<file path="src/rtl/uart_tx.sv">
// -----------------------------------------------------------------------------
// uart_tx
//
// UART transmitter. Takes bytes from a valid/ready producer interface and
// serializes them onto the tx pin as 8-bit LSB-first frames:
//     START(0) | D0..D7 | [PARITY] | STOP(1) x STOP_BITS
// A one-entry holding register accepts the next byte while a frame is on the
// line, so consecutive frames go out back-to-back with no idle gap. The bit
// period is BAUD_TICK_COUNT = CLK_FREQ / BAUD_RATE system clocks, the same
// derivation the receiver uses.
//
// Parameters:
//     CLK_FREQ   system clock frequency in Hz
//     BAUD_RATE  serial bit rate (BAUD_TICK_COUNT must be 2..65536)
//     PARITY     0 = none, 1 = even, 2 = odd
//     STOP_BITS  1 or 2
//
// Ports:
//     clk       in   system clock, rising edge
//     rst_n     in   asynchronous active-low reset
//     tx_data   in   [7:0] byte to send, sampled on the accept edge
//     tx_valid  in   producer has a byte
//     tx_ready  out  holding register empty (combinational from its flag)
//     tx        out  serial line, idle high, registered
//     tx_busy   out  a frame is on the line (START through final STOP)
//     tx_done   out  one-cycle pulse after the final stop period
// -----------------------------------------------------------------------------
module uart_tx #(
    parameter int CLK_FREQ  = 100000000,
    parameter int BAUD_RATE = 9600,
    parameter int PARITY    = 0,
    parameter int STOP_BITS = 1
) (
    input  logic       clk,
    input  logic       rst_n,
    input  logic [7:0] tx_data,
    input  logic       tx_valid,
    output logic       tx_ready,
    output logic       tx,
    output logic       tx_busy,
    output logic       tx_done
);

    localparam int          BAUD_TICK_COUNT = CLK_FREQ / BAUD_RATE;
    localparam logic [15:0] BAUD_LAST       = 16'(BAUD_TICK_COUNT - 1);
    localparam logic        STOP_LAST       = (STOP_BITS == 2) ? 1'b1 : 1'b0;
    localparam logic        PARITY_EN       = (PARITY != 0) ? 1'b1 : 1'b0;
    localparam logic        PARITY_ODD      = (PARITY == 2) ? 1'b1 : 1'b0;

    // Reject configurations the frame logic does not implement.
    if ((STOP_BITS != 1) && (STOP_BITS != 2)) begin : g_bad_stop_bits
        $error("uart_tx: STOP_BITS must be 1 or 2");
    end
    if ((PARITY < 0) || (PARITY > 2)) begin : g_bad_parity
        $error("uart_tx: PARITY must be 0 (none), 1 (even) or 2 (odd)");
    end
    if ((BAUD_TICK_COUNT < 2) || (BAUD_TICK_COUNT > 65536)) begin : g_bad_baud
        $error("uart_tx: CLK_FREQ/BAUD_RATE must be in 2..65536");
    end

    typedef enum logic [2:0] {
        ST_IDLE   = 3'd0,
        ST_START  = 3'd1,
        ST_DATA   = 3'd2,
        ST_PARITY = 3'd3,
        ST_STOP   = 3'd4
    } state_t;

    state_t      state_r;
    logic [7:0]  hold_r;
    logic        hold_full_r;
    logic [7:0]  shift_r;
    logic        parity_r;
    logic [15:0] baud_cnt_r;
    logic [2:0]  bit_idx_r;
    logic        stop_idx_r;

    logic        accept_s;
    logic        bit_end_s;
    logic        frame_end_s;
    logic        load_s;

    // Parity of a byte; odd=1 inverts the even-parity result.
    function automatic logic parity_calc(input logic [7:0] data, input logic odd);
        parity_calc = (^data) ^ odd;
    endfunction

    assign tx_ready    = ~hold_full_r;
    assign accept_s    = tx_valid & ~hold_full_r;
    assign bit_end_s   = (baud_cnt_r == BAUD_LAST);
    assign frame_end_s = (state_r == ST_STOP) & bit_end_s & (stop_idx_r == STOP_LAST);
    // A held byte enters the shifter from IDLE, or directly at the end of the
    // final stop period so the next start bit follows with no idle cycle.
    // Accept and load are exclusive: accept needs the holder empty, load full.
    assign load_s      = hold_full_r & ((state_r == ST_IDLE) | frame_end_s);

    // Frame sequencer, holding register, baud counter and registered outputs.
    always_ff @(posedge clk or negedge rst_n) begin
        if (!rst_n) begin
            state_r     <= ST_IDLE;
            hold_r      <= 8'h00;
            hold_full_r <= 1'b0;
            shift_r     <= 8'h00;
            parity_r    <= 1'b0;
            baud_cnt_r  <= 16'd0;
            bit_idx_r   <= 3'd0;
            stop_idx_r  <= 1'b0;
            tx          <= 1'b1;
            tx_busy     <= 1'b0;
            tx_done     <= 1'b0;
        end else begin
            tx_done <= frame_end_s;

            if (accept_s) begin
                hold_r      <= tx_data;
                hold_full_r <= 1'b1;
            end else begin
                hold_r      <= hold_r;
            end

            case (state_r)
                ST_IDLE: begin
                    tx         <= 1'b1;
                    tx_busy    <= 1'b0;
                    baud_cnt_r <= 16'd0;
                end

                ST_START: begin
                    if (bit_end_s) begin
                        baud_cnt_r <= 16'd0;
                        bit_idx_r  <= 3'd0;
                        state_r    <= ST_DATA;
                        tx         <= shift_r[0];
                    end else begin
                        baud_cnt_r <= baud_cnt_r + 16'd1;
                    end
                end

                ST_DATA: begin
                    if (bit_end_s) begin
                        baud_cnt_r <= 16'd0;
                        if (bit_idx_r == 3'd7) begin
                            if (PARITY_EN) begin
                                state_r <= ST_PARITY;
                                tx      <= parity_r;
                            end else begin
                                state_r    <= ST_STOP;
                                stop_idx_r <= 1'b0;
                                tx         <= 1'b1;
                            end
                        end else begin
                            bit_idx_r <= bit_idx_r + 3'd1;
                            shift_r   <= {1'b0, shift_r[7:1]};
                            // Next bit is shift_r[1] before the shift lands.
                            tx        <= shift_r[1];
                        end
                    end else begin
                        baud_cnt_r <= baud_cnt_r + 16'd1;
                    end
                end

                ST_PARITY: begin
                    if (bit_end_s) begin
                        baud_cnt_r <= 16'd0;
                        state_r    <= ST_STOP;
                        stop_idx_r <= 1'b0;
                        tx         <= 1'b1;
                    end else begin
                        baud_cnt_r <= baud_cnt_r + 16'd1;
                    end
                end

                ST_STOP: begin
                    if (bit_end_s) begin
                        baud_cnt_r <= 16'd0;
                        if (stop_idx_r == STOP_LAST) begin
                            state_r <= ST_IDLE;
                            tx      <= 1'b1;
                            tx_busy <= 1'b0;
                        end else begin
                            stop_idx_r <= 1'b1;
                        end
                    end else begin
                        baud_cnt_r <= baud_cnt_r + 16'd1;
                    end
                end

                default: begin
                    state_r    <= ST_IDLE;
                    baud_cnt_r <= 16'd0;
                    tx         <= 1'b1;
                    tx_busy    <= 1'b0;
                end
            endcase

            // Load overrides whatever the state case chose on this edge.
            // Parity is taken from the byte being latched, not live tx_data.
            if (load_s) begin
                shift_r     <= hold_r;
                parity_r    <= parity_calc(hold_r, PARITY_ODD);
                hold_full_r <= 1'b0;
                state_r     <= ST_START;
                baud_cnt_r  <= 16'd0;
                tx          <= 1'b0;
                tx_busy     <= 1'b1;
            end else begin
                parity_r    <= parity_r;
            end
        end
    end

endmodule

</file>
<file path="config.mk">
export PLATFORM = sky130hd
export DESIGN_NAME = uart_tx
export DESIGN_NICKNAME = d
export VERILOG_FILES = /design/src/rtl/uart_tx.sv
export SDC_FILE = /design/constraint.sdc
export NUM_CORES = 1
export LEC_CHECK = 0
export CORE_MARGIN = 2
export CORE_UTILIZATION = 30
export DETAILED_ROUTE_END_ITERATION = 7
export GPL_TIMING_DRIVEN = 0
export PLACE_DENSITY = 0.52
export SYNTH_ARGS = -nofsm -noshare
export SYNTH_HDL_FRONTEND = slang
export SYNTH_SLANG_ARGS = --single-unit
</file>
<file path="constraint.sdc">
create_clock -name clk -period 3.1 [get_ports clk]
set_input_delay 0.62 -clock clk [delete_from_list [all_inputs] [get_ports clk]]
set_output_delay 0.62 -clock clk [all_outputs]
set_load 0.02 [all_outputs]
</file>
==> metrics.md <==
| Metric | Value |
|---|---|
| Worst-path cell chain | clkdlybuf4s50_1 |
| Sequential area share after synthesis | 53.67% |
| Boundary Pins | 15 |
| Grt ovf | 0 |
| Yosys warning total | 0 |
| Clock network power share | 23.8% |
| Internal power | 1.095 mW |
| Critical path type | reg -> out |
| Starting Density | 30.88% |
| TNS Setup | 0 ns |
| CTS root buf | clkbuf_8 |
| Worst Hold Class | in -> async |
| Clock Latency Late Sink | 0.29 ns |
| Drt initial violations | 64 |
| Die Ht | 84.84 microns |
| P_leak | 0.9725 nW |
| FFs w/ async S/R, synth | 100.0% |
| WP data required | 2.48 ns |
| Clock tree sinks | 42 |
| Largest delay share family, worst path | buffers and inverters |
| 1st-pass router iterations | 6 |
| Max-slew headroom | 67.01% |
| Prevailing post-synth register cell | dfrtp_1 |
| Max incr delay on CP | 0.60 ns |
| Final Routed Wirelength | 3556 microns |
| Most frequent cells in the layout | 41 x dfrtp_1, 25 x nor2_1, 15 x nand2_1 |
| Number of nets in the layout | 220 |
| Post-cts repair resize count | 0 |
| CTS max path bufs | 2 |
| CTS tree | yes |
| Reg2Reg Setup Slack | 1.13 ns |
| Cell taking the most area after synthesis | dfrtp_1 |
| Max Fclk | 488.4 MHz |
| Syn Inst Count | 184 |
| ANT nets after route | 0 |
| Worst-Margin Slew | 0.4948 ns |
| Outcome | finished, final reports clean |
| FF-to-FF Start | baud_cnt_r[4] |
| First-pass GRT wire length | 6334 microns |
| Number of antenna violations at the first check in global routing | 0 |
| Flop pwr share | 52.6% |
| Slowest cell on crit path | clkdlybuf4s50_1 |
| Via density | 4.831 |
| Vias | 1,372 |
| P_sw | 471.7 uW |
| Critical path data arrival time | 1.43 ns |
| Worst Path Buf+Inv | 1 |
| H-tree depth | 2 |
| Netlist cell types | 36 |
| Critical path depth | 1 |
| Crit. End Element | primary output |
| Max FO, Critical Path | 2 |
| Final GP Congestion | 0.7739 |
| Minimum clock period | 2.048 ns |
| CP startpoint | tx |
| Final non-filler cell total | 284 |
| Worst R2R End | shift_r[5] |
| R2r worst-path depth | 6 |
| Worst Setup Start Kind | flop |
| Power Dens Cells | 679.0 mW/mm^2 |
| CTS Buf Count | 5 |
| DP HPWL | 2580 microns |
| Hold-fix buffers, CTS | 0 |
| Port bufs | 14 |
| Synth top area share | 52.33% |
| Final period util | 66.05% |
| Residual DRC | 0 |
| Pin count of the biggest net entering global routing | 30 |
| Core area | 0.006350 sq mm |
| Final setup vio count | 0 |
| Drt wl/cell | 12.52 microns |
| Worst Setup EP | tx |
| Synthesized area | 0.001961 sq mm |
| VDD IR max | 0.3053 mV |
| Final Skew | 0.007146 ns |
| CTS clk-pin slew, worst paths | 0.09 ns |
| Most common cell after layout, fill and taps aside | dfrtp_1 |
| Total GRT Usage | 10.92% |
| Mapped Nets | 198 |
| Full die area | 0.007198 sq mm |
| Synth area leaders | dfrtp_1 52%, nor2_1 4.8%, xnor2_1 3.6% |
| Logic pwr share | 23.6% |
| Switching share of power | 30.11% |
| Max Cap Viol | 0 |
| RSZ-0062 raised after global routing | no |
| Post-Syn Area per Cell | 10.66 sq um |
| Hold Fails Final Rpt | 0 |
| Slew Viols, Final | 0 |
| Layout cells sized above 1 | 11.59% |
| Die width | 84.84 microns |
| Post-CTS Setup Inserts | 0 |
| FP Rows | 29 |
| ANT cells | 0 |
| Layout area overhead | 17.68% |
| Vias in the first global route | 1,432 |
| Number of synthesized register bits | 42 |
| Placed Instances | 276 |
| EDFF count, synth | 0 |
| Layout fillers | 651 |
stage by stage:
| stage | setup WS [ns] | total power [mW] | hold WS (ns) | area, sq um | utilization, % |
|---|---|---|---|---|---|
| final | 1.052 | 1.567 | 0.2128 | 2307 | 36.34 |
| after global routing | 0.9603 | 1.674 | 0.2285 | 2307 | 36.34 |
| after CTS | 1.030 | 1.598 | 0.2200 | 2307 | 36.34 |
| after detailed placement | 0.9036 | 1.215 | 0.4810 | 2212 | 34.84 |
| after global placement | 0.1920 | 1.206 | 0.4748 | 2197 | 34.60 |
| after floorplan | 1.322 | 1.083 | 0.3244 | 1961 | - |
cell families after synthesis:
logic type / share of synthesized area [%]
compound gates: 11.93
fa+ha+maj: 1.915
flops: 53.67
simple gates: 19.59
xor+xnor: 6.701
mux: 3.446
buf+inv: 2.744
metal layers:
layer  routed length (microns)  share of wire [%]  vias up  track usage [%]
met4                        53                1.5        0            3.896
li1                          -                  -      681                -
met3                       112                3.1        7            2.918
met5                         0                  0        -                0
met2                      1707                 48       22            18.04
met1                      1684                 47      662            13.83
area by class of cell:
| type | instances | area, sq um | share of cell area, % |
|---|---|---|---|
| Buffer | 5 | 27.53 | 1.193 |
| Clock buffer | 6 | 82.58 | 3.579 |
| Clock inverter | 2 | 12.51 | 0.5423 |
| Inverter | 7 | 26.28 | 1.139 |
| Multi-Input combinational cell | 130 | 854.6 | 37.04 |
| Sequential cell | 42 | 1052 | 45.61 |
| Tap cell | 77 | 96.34 | 4.176 |
| Timing Repair Buffer | 15 | 155.1 | 6.725 |
power by group through the flow:
stage	Combinational, mW	Clock, mW	Sequential (mW)
global route	0.417	0.408	0.849
global placement	0.369	0	0.837
detailed placement	0.377	0	0.837
CTS	0.380	0.391	0.827
floorplan	0.259	0	0.824
finish	0.370	0.373	0.824
registers in the layout, indices dropped and copies added, names as in the netlist:
signal       cells
hold_full_r      1
bit_idx_r        3
state_r          3
tx_done          1
tx               1
shift_r          8
tx_busy          1
baud_cnt_r      16
hold_r           8
Yosys cell counts, types with 2 or more instances:
cell / n
nand2_1: 15
nor4b_4: 2
a21oi_1: 5
mux2_2: 6
nand2b_1: 2
dfrtp_1: 41
clkbuf_1: 3
xnor2_1: 8
o21ai_1: 5
and4_1: 2
ha_1: 3
o22a_1: 6
nor2_1: 25
inv_1: 7
o21ai_0: 4
nand3_1: 8
xor2_1: 7
o21a_1: 7
nor3_1: 4
nand4_1: 5
and3_1: 4
worst min path at each step:
stage / slack (ns) / start / endpoint
after floorplan: 0.32 / rst_n / baud_cnt_r[0]
after detailed placement: 0.48 / shift_r[6] / shift_r[6]
after CTS: 0.22 / rst_n / baud_cnt_r[5]
after global routing: 0.23 / rst_n / baud_cnt_r[5]
final: 0.21 / rst_n / baud_cnt_r[5]
after global placement: 0.47 / shift_r[5] / shift_r[5]
(Power assumes the default switching activity.)
==> RTL edit 1: new RTL, config.mk and constraints unchanged <==
The 5 states of `state_t` get a Gray code encoding in 3 bits.
--- a/src/rtl/uart_tx.sv
+++ b/src/rtl/uart_tx.sv
@@ -59,11 +59,11 @@
     end
 
     typedef enum logic [2:0] {
-        ST_IDLE   = 3'd0,
-        ST_START  = 3'd1,
-        ST_DATA   = 3'd2,
-        ST_PARITY = 3'd3,
-        ST_STOP   = 3'd4
+        ST_IDLE   = 3'b000,
+        ST_START  = 3'b001,
+        ST_DATA   = 3'b011,
+        ST_PARITY = 3'b010,
+        ST_STOP   = 3'b110
     } state_t;
 
     state_t      state_r;
Formal check against the unedited RTL: no difference found for any inputs over 10 cycles, from zero or initial values and one cycle with rst_n low; not proved beyond that.
==> RTL edit 1 against the original RTL <==
- non-clock buffer count up 7
- combinational power fell by 34%
- area after synthesis up 11%
- final cell count rose by 21%
- setup slack got worse by 240 ps
- die area increased by 11%
- final area rose by 11%
- count of clock-buffer cells in the layout unchanged
- maximum frequency is 11% lower
- total power shrank 15%
- largest cell class unchanged
- wire length increased by 27%
- sequential cell count unchanged
==> RTL edit 1: results (changes against the original RTL) <==
metric,value,unit,change
status,"finished, final reports clean",,
worst vdd rail ir drop,283.8,uV,-7.0%
Post-Place Cells,337,,+22%
WL met1,2.240,mm,+33%
largest net degree at the start of global routing,33,,+10%
vias per inst,4.901,,+1.5%
met3 Use GR,0.03232,,+0.003135
starting DRC count in detailed routing,74,,+16%
Synth top cells by count,"dfrtp_1 (41), nor2_1 (21), nand2_1 (20)",,
Final Non-Filler Cells,345,,+21%
met2 Use GR,0.2054,,+0.02500
DP HPWL,3.226,mm,+25%
syn_nets,237,,+20%
CP max FO,8,,+6
final WL,4.524,mm,+27%
gpl congestion,0.7108,,-8.2%
CP Data Arrival Time,2480,ps,+1050 ps
ratio of cells with drive above 1 in the final layout,0.1220,,+0.006009
Layout Nets,259,,+18%
n_diodes,0,,unchanged
top-area cell type share of the netlist area,0.4707,,-0.05257
Longest Clk Path Bufs,2,,unchanged
worst-margin pin slew,707.5,ps,+212.7 ps
top area cells in the synthesized netlist,"dfrtp_1 (47%), nor2_1 (3.6%), nand2_1 (3.4%), a21oi_1 (2.5%), xnor2_1 (2.4%)",,
met1 Use GR,0.1822,,+0.04393
metal2 WL,2.045,mm,+20%
DRT Pass-1 Iters,4,,-2
vias in the first global route,1677,,+17%
Global Route Usage Sum,0.1321,,+0.02299
leak pwr,1.106,nW,+14%
Synth Instances,223,,+21%
Layout Skew,4.207,ps,-2.940 ps
first-pass GRT wire length,8.107,mm,+28%
met3 routed WL,185,um,+65%
DP Area,2459,um2,+11%
post-synthesis sequential area ratio,0.4828,,-0.05392
Netlist cell types,53,,+47%
Post-CTS Resized,0,,unchanged
## RTL edit 1: kinds of logic after synthesis
kind of cell | share of synthesized area
and+or+nand+nor | 0.2399
AOI/OAI and AO/OA | 0.1464
DFF | 0.4828
buffers and inverters | 0.05453
xor gates and xnor gates | 0.04420
muxes | 0.01492
adders and majority gates | 0.01722
## RTL edit 1: path summary, 6_finish.rpt
path                               from       endpoint  slack (ps)
max in group asynchronous         rst_n             tx        2380
max                        bit_idx_r[0]     shift_r[0]         810
min in group clk                     tx             tx         500
min                               rst_n  baud_cnt_r[8]         180
max reg2reg                bit_idx_r[0]     shift_r[0]         810
min reg2reg                          tx             tx         500
## RTL edit 1: final cells by class
cell class              instances  area [um2]  share of cell area
inverters                      13       48.80             0.01911
flip-flops and latches         42        1052              0.4121
clock inverters                 2       12.51            0.004900
clock buffers                   6       82.58             0.03234
repair buffers                 15       155.1             0.06075
plain buffers                  12       70.07             0.02744
well taps                      99       123.9             0.04851
multi-input cells             156        1008              0.3949
## RTL edit 1: metrics by stage
step / hold WS (ps) / power (mW) / setup WS, ps
floorplan: 324.4 / 0.8866 / 1118
global placement: 479.0 / 0.9618 / 210.8
detailed placement: 488.6 / 0.9698 / 831.3
CTS: 187.0 / 1.351 / 818.7
global route: 187.3 / 1.424 / 692.3
finish: 184.6 / 1.331 / 808.4
## RTL edit 1: where the power goes
part / switching (mW) / leakage, nW / internal, mW
sequential: 0.0693 / 0.525 / 0.639
combinational: 0.129 / 0.534 / 0.117
clock: 0.198 / 0.0472 / 0.179
## RTL edit 1: critical path: stages (launching register included)
cell and delay [ps]:
dfrtp_1 400, ha_1 200, ha_1 250, or3b_1 370
buf_1 200, o21ai_1 340, a21oi_1 150, a211o_1 280
==> RTL edit 2: new RTL, same settings <==
Made on the original files. `CLK_FREQ`: 100000000 -> 50000000.
--- a/src/rtl/uart_tx.sv
+++ b/src/rtl/uart_tx.sv
@@ -26,7 +26,7 @@
 //     tx_done   out  one-cycle pulse after the final stop period
 // -----------------------------------------------------------------------------
 module uart_tx #(
-    parameter int CLK_FREQ  = 100000000,
+    parameter int CLK_FREQ  = 50000000,
     parameter int BAUD_RATE = 9600,
     parameter int PARITY    = 0,
     parameter int STOP_BITS = 1
Function: same outputs for any inputs over 10 cycles, from zero or initial values and one cycle with rst_n low; that may be too few to reach the edited logic, so the function may still have changed.
==> RTL edit 2 against the original RTL <==
- register-to-register slack got worse by 30 ps
- sequential cell count did not move
- final area rose by 2.1%
- combinational power rose by 39%
- wire length rose by 10%
- area after synthesis rose by 2.7%
- setup slack got worse by 30 ps
- non-clock buffer count rose by 4
- total power rose by 3.8%
- critical endpoint is now tx_ready
- via count rose by 7.6%
==> RTL edit 2: results (changes against the original RTL) <==
metric,value,unit,change
status,"finished, final reports clean",,
IO Port Bufs,14,,unchanged
DRT Pass-1 Iters,4,,-2
Yosys warning count,0,,unchanged
starting DRC count in detailed routing,47,,-27%
Global Route Usage Sum,0.1163,,+0.007190
leak pwr,1.050,nW,+7.9%
via count,1476,,+7.6%
worst vdd rail ir drop,305.9,uV,+0.20%
syn_nets,212,,+7.1%
DP HPWL,2.713,mm,+5.1%
latest clock arrival within the worst-skew pair,300,ps,
Synth top cells by count,"dfrtp_1 (41), nor2_1 (19), inv_1 (16)",,
largest net degree at the start of global routing,35,,+17%
first-pass GRT wire length,6.872,mm,+8.5%
post-synthesis sequential area ratio,0.5224,,-0.01433
CP Data Arrival Time,1460,ps,+30 ps
pre-CTS WS,878.5,ps,-25.12 ps
DP Area,2266,um2,+2.4%
Internal Power,1.062,mW,-3.0%
ratio of cells with drive above 1 in the final layout,0.1086,,-0.007345
gpl congestion,0.7326,,-5.3%
Layout Skew,12.78,ps,+5.635 ps
WL/cell,13.13,um,+4.8%
Layout Nets,234,,+6.4%
Num CTS Buffers,5,,unchanged
Netlist cell types,43,,+19%
Top Registers,"baud_cnt_r (16), hold_r (8), shift_r (8)",,
antenna violations before repair,0,,unchanged
"Async S/R FF share, synth",1.000,,unchanged
Relative slew margins,0.6522,,-0.01790
top area cells in the synthesized netlist,"dfrtp_1 (51%), xor2_1 (4.3%), nor2_1 (3.5%), o21ai_0 (3.0%), inv_1 (3.0%)",,
CP max FO,7,,+5
-- RTL edit 2: cell count changes in the layout (fill, tap and decap cells not counted), moves of 4 or more --
cell	before	now
o21ai_0	4	12
a21oi_1	5	9
o22a_1	6	0
nor2_1	25	19
o21ai_1	5	0
inv_1	7	16
o21a_1	7	0
xnor2_1	8	2
a222oi_1	0	5
mux2_2	6	2
-- RTL edit 2: power by group through the flow --
stage	registers [mW]	clock network [mW]	logic, mW
floorplan	0.764	0	0.353
global placement	0.760	0	0.517
detailed placement	0.762	0	0.524
CTS	0.750	0.375	0.528
global route	0.766	0.395	0.587
finish	0.749	0.362	0.515
-- RTL edit 2: metal layers --
layer | routed length (um) | track usage
met2 | 1813 | 0.1860
met1 | 1936 | 0.1575
met5 | 0 | 0
met3 | 132 | 0.02887
met4 | 29 | 0.03030
-- RTL edit 2: cells by family (layout without fill, tap and decap cells) --
family | after synthesis | in the layout | share of synthesized area
flip-flops | 42 | 42 | 0.5224
buffers and inverters | 25 | 48 | 0.05466
multiplexers | 4 | 4 | 0.02112
AO/OA/AOI/OAI | 38 | 38 | 0.1298
XOR/XNOR | 12 | 12 | 0.05217
adder cells (fa/ha/maj) | 3 | 3 | 0.01864
AND/OR/NAND/NOR | 74 | 74 | 0.2013
-- RTL edit 2: area by class of cell --
type	count	area (um2)
clock inverters	3	21.27
plain buffers	9	50.05
fillers	643	4066
multi-input cells	131	852.1
repair buffers	15	155.1
flip-flops and latches	42	1052
well taps	77	96.34
clock buffers	5	68.82
inverters	16	60.06
-- RTL edit 2: per-stage QoR --
| stage | power [mW] | instances |
|---|---|---|
| global placement | 1.277 | 289 |
| CTS | 1.653 | 298 |
| finish | 1.627 | 298 |
| detailed placement | 1.286 | 290 |
| floorplan | 1.118 | 198 |
| global route | 1.748 | 298 |
-- RTL edit 2: worst paths after layout --
path | start | cells past startpoint | to | slack (ps)
worst min-delay path | rst_n | 1 | baud_cnt_r[12] | 170
max in group asynchronous | rst_n | 2 | tx | 2430
worst max register to register | bit_idx_r[0] | 6 | shift_r[3] | 1100
worst max-delay path | hold_full_r | 2 | tx_ready | 1020
worst min register to register | baud_cnt_r[0] | 1 | baud_cnt_r[0] | 450
min in group clk | baud_cnt_r[0] | 1 | baud_cnt_r[0] | 450
-- RTL edit 2: worst max-delay path: stages (launching register included) --
cell and delay, ps:
dfrtp_1 460, inv_1 100, clkdlybuf4s50_1 600
